--- src/rtl/asynchronous_fifo_read_port.sv ---
// rtl/asynchronous_fifo_read_port.sv - read-domain controller of the dual-clock FIFO
// Synchronises the write pointer, fetches from a sync-read RAM, presents standard or FWFT data.
module asynchronous_fifo_read_port #(
  parameter int DATA_WIDTH              = 16,
  parameter int DATA_DEPTH              = 4096,
  parameter int SYNC_STAGES             = 2,
  parameter int FIRST_WORD_FALL_THROUGH = 1,
  parameter int ALMOST_EMPTY_THRESHOLD  = 4,
  localparam int AW = $clog2(DATA_DEPTH),
  localparam int PW = AW + 1
) (
  input  logic                  clock,
  input  logic                  reset_n,
  input  logic                  read_enable,
  input  logic [PW-1:0]         write_pointer_gray,
  input  logic [DATA_WIDTH-1:0] memory_read_data,
  output logic [AW-1:0]         memory_read_address,
  output logic                  memory_read_enable,
  output logic [DATA_WIDTH-1:0] read_data,
  output logic                  read_data_valid,
  output logic [PW-1:0]         read_pointer_gray,
  output logic                  empty,
  output logic                  almost_empty,
  output logic [PW-1:0]         read_count,
  output logic                  underflow
);

  localparam logic          FWFT      = (FIRST_WORD_FALL_THROUGH != 0);
  localparam logic [PW:0]   DEPTH_W   = (PW+1)'(DATA_DEPTH);
  localparam logic [PW-1:0] AE_THRESH = PW'(ALMOST_EMPTY_THRESHOLD);

  function automatic logic [PW-1:0] gray_to_bin(input logic [PW-1:0] g);
    logic [PW-1:0] b;
    b[PW-1] = g[PW-1];
    for (int i = PW - 2; i >= 0; i--) b[i] = b[i+1] ^ g[i];
    return b;
  endfunction

  logic [PW-1:0]         sync_q [SYNC_STAGES];
  logic [PW-1:0]         wptr_sync;
  logic [PW-1:0]         rptr_q, rptr_d;
  logic [PW-1:0]         rptr_gray_q, rptr_gray_d;
  logic                  mem_empty_q, mem_empty_d;
  logic                  in_flight_q, in_flight_d;
  logic                  head_valid_q, head_valid_d;
  logic                  skid_valid_q, skid_valid_d;
  logic [DATA_WIDTH-1:0] read_data_q, read_data_d;
  logic [DATA_WIDTH-1:0] skid_data_q, skid_data_d;
  logic [PW-1:0]         count_q, count_d;
  logic                  almost_empty_q, almost_empty_d;
  logic                  underflow_q, underflow_d;

  logic                  pop;
  logic                  fetch;
  logic [1:0]            occupancy;
  logic [1:0]            buffered_words;
  logic [PW-1:0]         mem_words;
  logic [PW:0]           total_words;

  always_ff @(posedge clock or negedge reset_n) begin
    if (!reset_n) begin
      for (int i = 0; i < SYNC_STAGES; i++) sync_q[i] <= '0;
    end else begin
      sync_q[0] <= write_pointer_gray;
      for (int i = 1; i < SYNC_STAGES; i++) sync_q[i] <= sync_q[i-1];
    end
  end

  assign wptr_sync = gray_to_bin(sync_q[SYNC_STAGES-1]);

  // Buffer + in-flight never exceeds 2, so a fetch is only issued when room is guaranteed.
  assign occupancy = {1'b0, head_valid_q} + {1'b0, skid_valid_q} + {1'b0, in_flight_q};
  assign pop       = FWFT && read_enable && head_valid_q;

  always_comb begin
    fetch = 1'b0;
    if (reset_n && !mem_empty_q) begin
      if (FWFT) fetch = (occupancy < (pop ? 2'd3 : 2'd2));
      else      fetch = read_enable;
    end
  end

  always_comb begin
    rptr_d       = rptr_q + {{AW{1'b0}}, fetch};
    rptr_gray_d  = rptr_d ^ (rptr_d >> 1);
    mem_empty_d  = (wptr_sync == rptr_d);
    in_flight_d  = fetch;
    head_valid_d = head_valid_q;
    skid_valid_d = skid_valid_q;
    read_data_d  = read_data_q;
    skid_data_d  = skid_data_q;
    if (FWFT) begin
      if (pop) begin
        if (skid_valid_q) begin
          read_data_d  = skid_data_q;
          skid_valid_d = 1'b0;
        end else begin
          head_valid_d = 1'b0;
        end
      end
      if (in_flight_q) begin
        if (!head_valid_d) begin
          head_valid_d = 1'b1;
          read_data_d  = memory_read_data;
        end else begin
          skid_valid_d = 1'b1;
          skid_data_d  = memory_read_data;
        end
      end
    end else begin
      head_valid_d = in_flight_q;
      skid_valid_d = 1'b0;
      if (in_flight_q) read_data_d = memory_read_data;
    end
  end

  // Words already fetched still belong to the user until popped; clamp covers the
  // window where the writer has reused slots whose words sit in the output buffer.
  always_comb begin
    mem_words      = wptr_sync - rptr_d;
    buffered_words = 2'd0;
    if (FWFT) buffered_words = {1'b0, head_valid_d} + {1'b0, skid_valid_d} + {1'b0, in_flight_d};
    total_words    = {1'b0, mem_words} + {{(PW-1){1'b0}}, buffered_words};
    if (total_words > DEPTH_W) total_words = DEPTH_W;
    count_d        = total_words[PW-1:0];
    almost_empty_d = (count_d <= AE_THRESH);
    underflow_d    = read_enable && (FWFT ? !head_valid_q : mem_empty_q);
  end

  always_ff @(posedge clock or negedge reset_n) begin
    if (!reset_n) begin
      rptr_q         <= '0;
      rptr_gray_q    <= '0;
      mem_empty_q    <= 1'b1;
      in_flight_q    <= 1'b0;
      head_valid_q   <= 1'b0;
      skid_valid_q   <= 1'b0;
      read_data_q    <= '0;
      skid_data_q    <= '0;
      count_q        <= '0;
      almost_empty_q <= 1'b1;
      underflow_q    <= 1'b0;
    end else begin
      rptr_q         <= rptr_d;
      rptr_gray_q    <= rptr_gray_d;
      mem_empty_q    <= mem_empty_d;
      in_flight_q    <= in_flight_d;
      head_valid_q   <= head_valid_d;
      skid_valid_q   <= skid_valid_d;
      read_data_q    <= read_data_d;
      skid_data_q    <= skid_data_d;
      count_q        <= count_d;
      almost_empty_q <= almost_empty_d;
      underflow_q    <= underflow_d;
    end
  end

  assign memory_read_address = rptr_q[AW-1:0];
  assign memory_read_enable  = fetch;
  assign read_data           = read_data_q;
  assign read_data_valid     = head_valid_q;
  assign read_pointer_gray   = rptr_gray_q;
  assign empty               = FWFT ? !head_valid_q : mem_empty_q;
  assign almost_empty        = almost_empty_q;
  assign read_count          = count_q;
  assign underflow           = underflow_q;

endmodule

--- config.mk ---
export PLATFORM = sky130hd
export DESIGN_NAME = asynchronous_fifo_read_port
export DESIGN_NICKNAME = d
export VERILOG_FILES = /design/src/rtl/asynchronous_fifo_read_port.sv
export SDC_FILE = /design/constraint.sdc
export NUM_CORES = 1
export LEC_CHECK = 0
export CAP_MARGIN = 20
export CORE_MARGIN = 2
export CORE_UTILIZATION = 30
export CTS_BUF_LIST = sky130_fd_sc_hd__clkbuf_4 sky130_fd_sc_hd__clkbuf_8
export CTS_CLUSTER_DIAMETER = 200
export DETAILED_ROUTE_END_ITERATION = 12
export PLACE_DENSITY = 0.57
export SYNTH_ARGS = -nofsm -noshare
export SYNTH_HDL_FRONTEND = slang
export SYNTH_SLANG_ARGS = --single-unit
export TNS_END_PERCENT = 30
--- constraint.sdc ---
create_clock -name clock -period 13.6 [get_ports clock]
set_input_delay 1.36 -clock clock [delete_from_list [all_inputs] [get_ports clock]]
set_output_delay 1.36 -clock clock [all_outputs]
set_load 0.02 [all_outputs]
==> results.txt <==
Status -> finished clean
Final net count -> 578
Max-cap violations -> 0
Met2 GRT Util -> 0.191
Final hold viol count -> 0
Global placer's final weighted congestion -> 0.864
CORE AREA -> 0.0159 mm2
Worst setup margin -> 7020 ps
Layout area overhead -> 27.8%
Worst path slowest cell -> nor4_2
Overall die height -> 132 um
DR vias -> 3,414
Synth area leaders -> dfrtp_1, xor2_1, mux2_2
GR Util All Layers -> 0.124
Critical path, cell by cell -> xor3_2 > xor2_2 > xnor2_1 > xnor2_2 > xor3_2 > xnor2_2 > xnor2_2 > xnor3_2 > xor2_1 > ha_1 > fa_1 > inv_1 > ha_1 > inv_1 > fa_1 > nor2_1 > nand3_1 > nor4_2 > nand4_1 > mux2_2 > o31a_1 > nor2_1
Crit path kind -> register to register
Drt first pass iters -> 4
Share of cells above drive strength 1 -> 0.0960
Num rows -> 46
Worst-margin pin slew -> 1020 ps
Leakage -> 0.00279 uW
Met1 Track Usage GR -> 0.170
CTS Buf Count -> 9
Routed Antenna Nets -> 0
Initial drt markers -> 177
I/O Buffers -> 90
Pre-CTS setup slack -> 7050 ps
Post-synthesis sequential area ratio -> 0.520
Count leader, synth -> dfrtp_1
H-tree lvl count -> 3
Max stage delay on crit path -> 620 ps
Met3 usage -> 0.0354
Diodes inserted -> 0
Post-CTS resize count -> 0
Peak VDD IR -> 142 uV
Starting Density -> 0.308
Post-synth ARST share -> 1.00
Via/cell ratio -> 4.57
Crit path top cell by count -> xnor2_2
RSZ-0062 raised after global routing -> false
Dpl cell area -> 0.00605 mm2
Synth cell count leaders -> dfrtp_1, nand2_1, o21ai_0, xor2_1, nor2_1
Die outline area -> 0.0174 mm2
Critical Path Start Type -> register
Number of global-route vias before repair -> 3,443
CP max FO -> 10
Fmax -> 152 MHz
Final setup viols -> 0
Grt peak-use layer -> met2
Largest net degree at the start of global routing -> 71
WL/cell -> 13.9 um
Post-Route Skew -> 14.3 ps
Synth area leader -> dfrtp_1
Detailed placement HPWL -> 7.68 mm
Root Driver -> clkbuf_8
Pwr Total -> 1670 uW
Worst relative slew slack -> 0.322
Post-CTS setup buffers -> 0
Num Clock Sinks -> 102
Clock buffer depth -> 2
Remaining DRCs -> 0
Post-synth EDFFs -> 0
Routed Wire Length -> 10.4 mm
Clock slew at reported path FFs -> 100 ps
Die W -> 132 um
Post-synth net total -> 485
First-pass GRT wire length -> 17.4 mm
Initial antenna violation count -> 0
Crit. End Element -> register
Final Cycle Share -> 0.484
#FFs+latches synth -> 102
Avg Cell Area, Syn -> 11.4 um2
Worst Path Required -> 13,850 ps
Pwr/cell area -> 266 mW/mm2
Top Ports -> 91
Post-synthesis cell area -> 0.00491 mm2
Setup TNS -> 0 ps
Synth warn -> 0
Slew Viols, Final -> 0
Class of the worst hold path -> register to register
Later-pin clock latency in the skew report -> 380 ps
CP arrival -> 6830 ps
Final Cell Area -> 0.00628 mm2
Primary FF master, synth -> dfrtp_1
Final min period -> 6580 ps
Library cells used by synthesis -> 53
Syn Inst Count -> 433
Remaining Overflow, GRT -> 0
Top-area cell type share of the netlist area -> 0.509
CTS Hold Bufs -> 0
Worst hold slack -> 355 ps
CTS tree -> built
FILL cells -> 1,520
layout by cell type, fill, tap and decap left out, types with 3 or more instances in the layout:
cell type        netlist  final
clkdlybuf4s50_1        0     89
mux2i_1               19     19
inv_1                 24     24
nand2_1               37     37
xnor2_1               20     20
o21ai_0               27     27
a21oi_1               16     16
nor3_1                 6      6
fa_1                   4      4
nand3_1               12     12
clkbuf_8               0      9
mux2_2                18     18
nand2b_1               8      8
and2_1                 3      3
ha_1                  16     16
nor2_1                25     25
and3_1                 5      5
nand3b_1               3      3
nor2b_1                4      4
xor2_1                26     26
xnor2_2                4      4
dfrtp_1              100    100
nand4_1                7      7
sequential cells by signal, indices dropped and copies added, names as in the netlist:
| name | flops |
|---|---|
| rptr_q | 12 |
| mem_empty_q | 1 |
| read_data_valid | 1 |
| skid_valid_q | 1 |
| underflow | 1 |
| read_pointer_gray | 13 |
| sync_q | 26 |
| skid_data_q | 16 |
| read_data | 16 |
| read_count | 13 |
| in_flight_q | 1 |
| almost_empty | 1 |
cells by family (layout without fill, tap and decap cells):
family	count (synthesis)	count (layout)	synth area share
AO/OA/AOI/OAI	61	61	0.0738
XOR/XNOR	54	54	0.114
adder cells (fa/ha/maj)	20	20	0.0570
buffers and inverters	34	132	0.0260
flip-flops	102	102	0.520
multiplexers	37	37	0.0799
AND/OR/NAND/NOR	125	125	0.130
critical path: cells and delay by family, from the launching register on:
family                     cells  cell delay (ps)
AOI/OAI and AO/OA              1              350
buffers and inverters          2              130
muxes                          1              340
adders and majority gates      4             1330
DFF                            1              410
and+or+nand+nor                5             1550
xor gates and xnor gates       9             2360
path summary, 6_finish.rpt:
kind / startpoint / endpoint / slack, ps / cells past startpoint
setup reg to reg: sync_q[12]$_DFF_PN0_ / read_count[3]$_DFF_PN0_ / 7020 / 22
hold reg to reg: sync_q[15]$_DFF_PN0_ / sync_q[2]$_DFF_PN0_ / 360 / 0
min in group asynchronous: reset_n / read_data[0]$_DFF_PN0_ / 920 / 1
hold / removal: sync_q[15]$_DFF_PN0_ / sync_q[2]$_DFF_PN0_ / 360 / 0
setup / recovery: sync_q[12]$_DFF_PN0_ / read_count[3]$_DFF_PN0_ / 7020 / 22
max in group asynchronous: reset_n / read_count[8]$_DFF_PN0_ / 11440 / 2
layout make-up:
cell class | instances | area [um2] | share of cell area
Tap cell | 216 | 270 | 0.0430
Timing Repair Buffer | 92 | 933 | 0.149
Sequential cell | 102 | 2550 | 0.407
Inverter | 24 | 90.1 | 0.0143
Multi-Input combinational cell | 297 | 2230 | 0.355
Clock inverter | 6 | 68.8 | 0.0110
Clock buffer | 10 | 131 | 0.0209
layer usage:
layer	routed length, um	part of all wire
met1	5080	0.49
met2	4700	0.45
met3	483	0.046
met4	150	0.014
met5	0	0
stage by stage:
| step | std cells | util |
|---|---|---|
| 2_1_floorplan | 433 | - |
| 3_3_place_gp | 730 | 0.380 |
| 3_5_place_dp | 730 | 0.380 |
| 4_1_cts | 746 | 0.392 |
| 5_1_grt | 747 | 0.394 |
| 6_report | 747 | 0.394 |
where the power goes:
part	switching [uW]	total, uW	internal (uW)
sequential	51.4	449	398
clock	106	195	88.8
combinational	587	1030	441
Note: power is estimated with default switching activity, not from simulation.
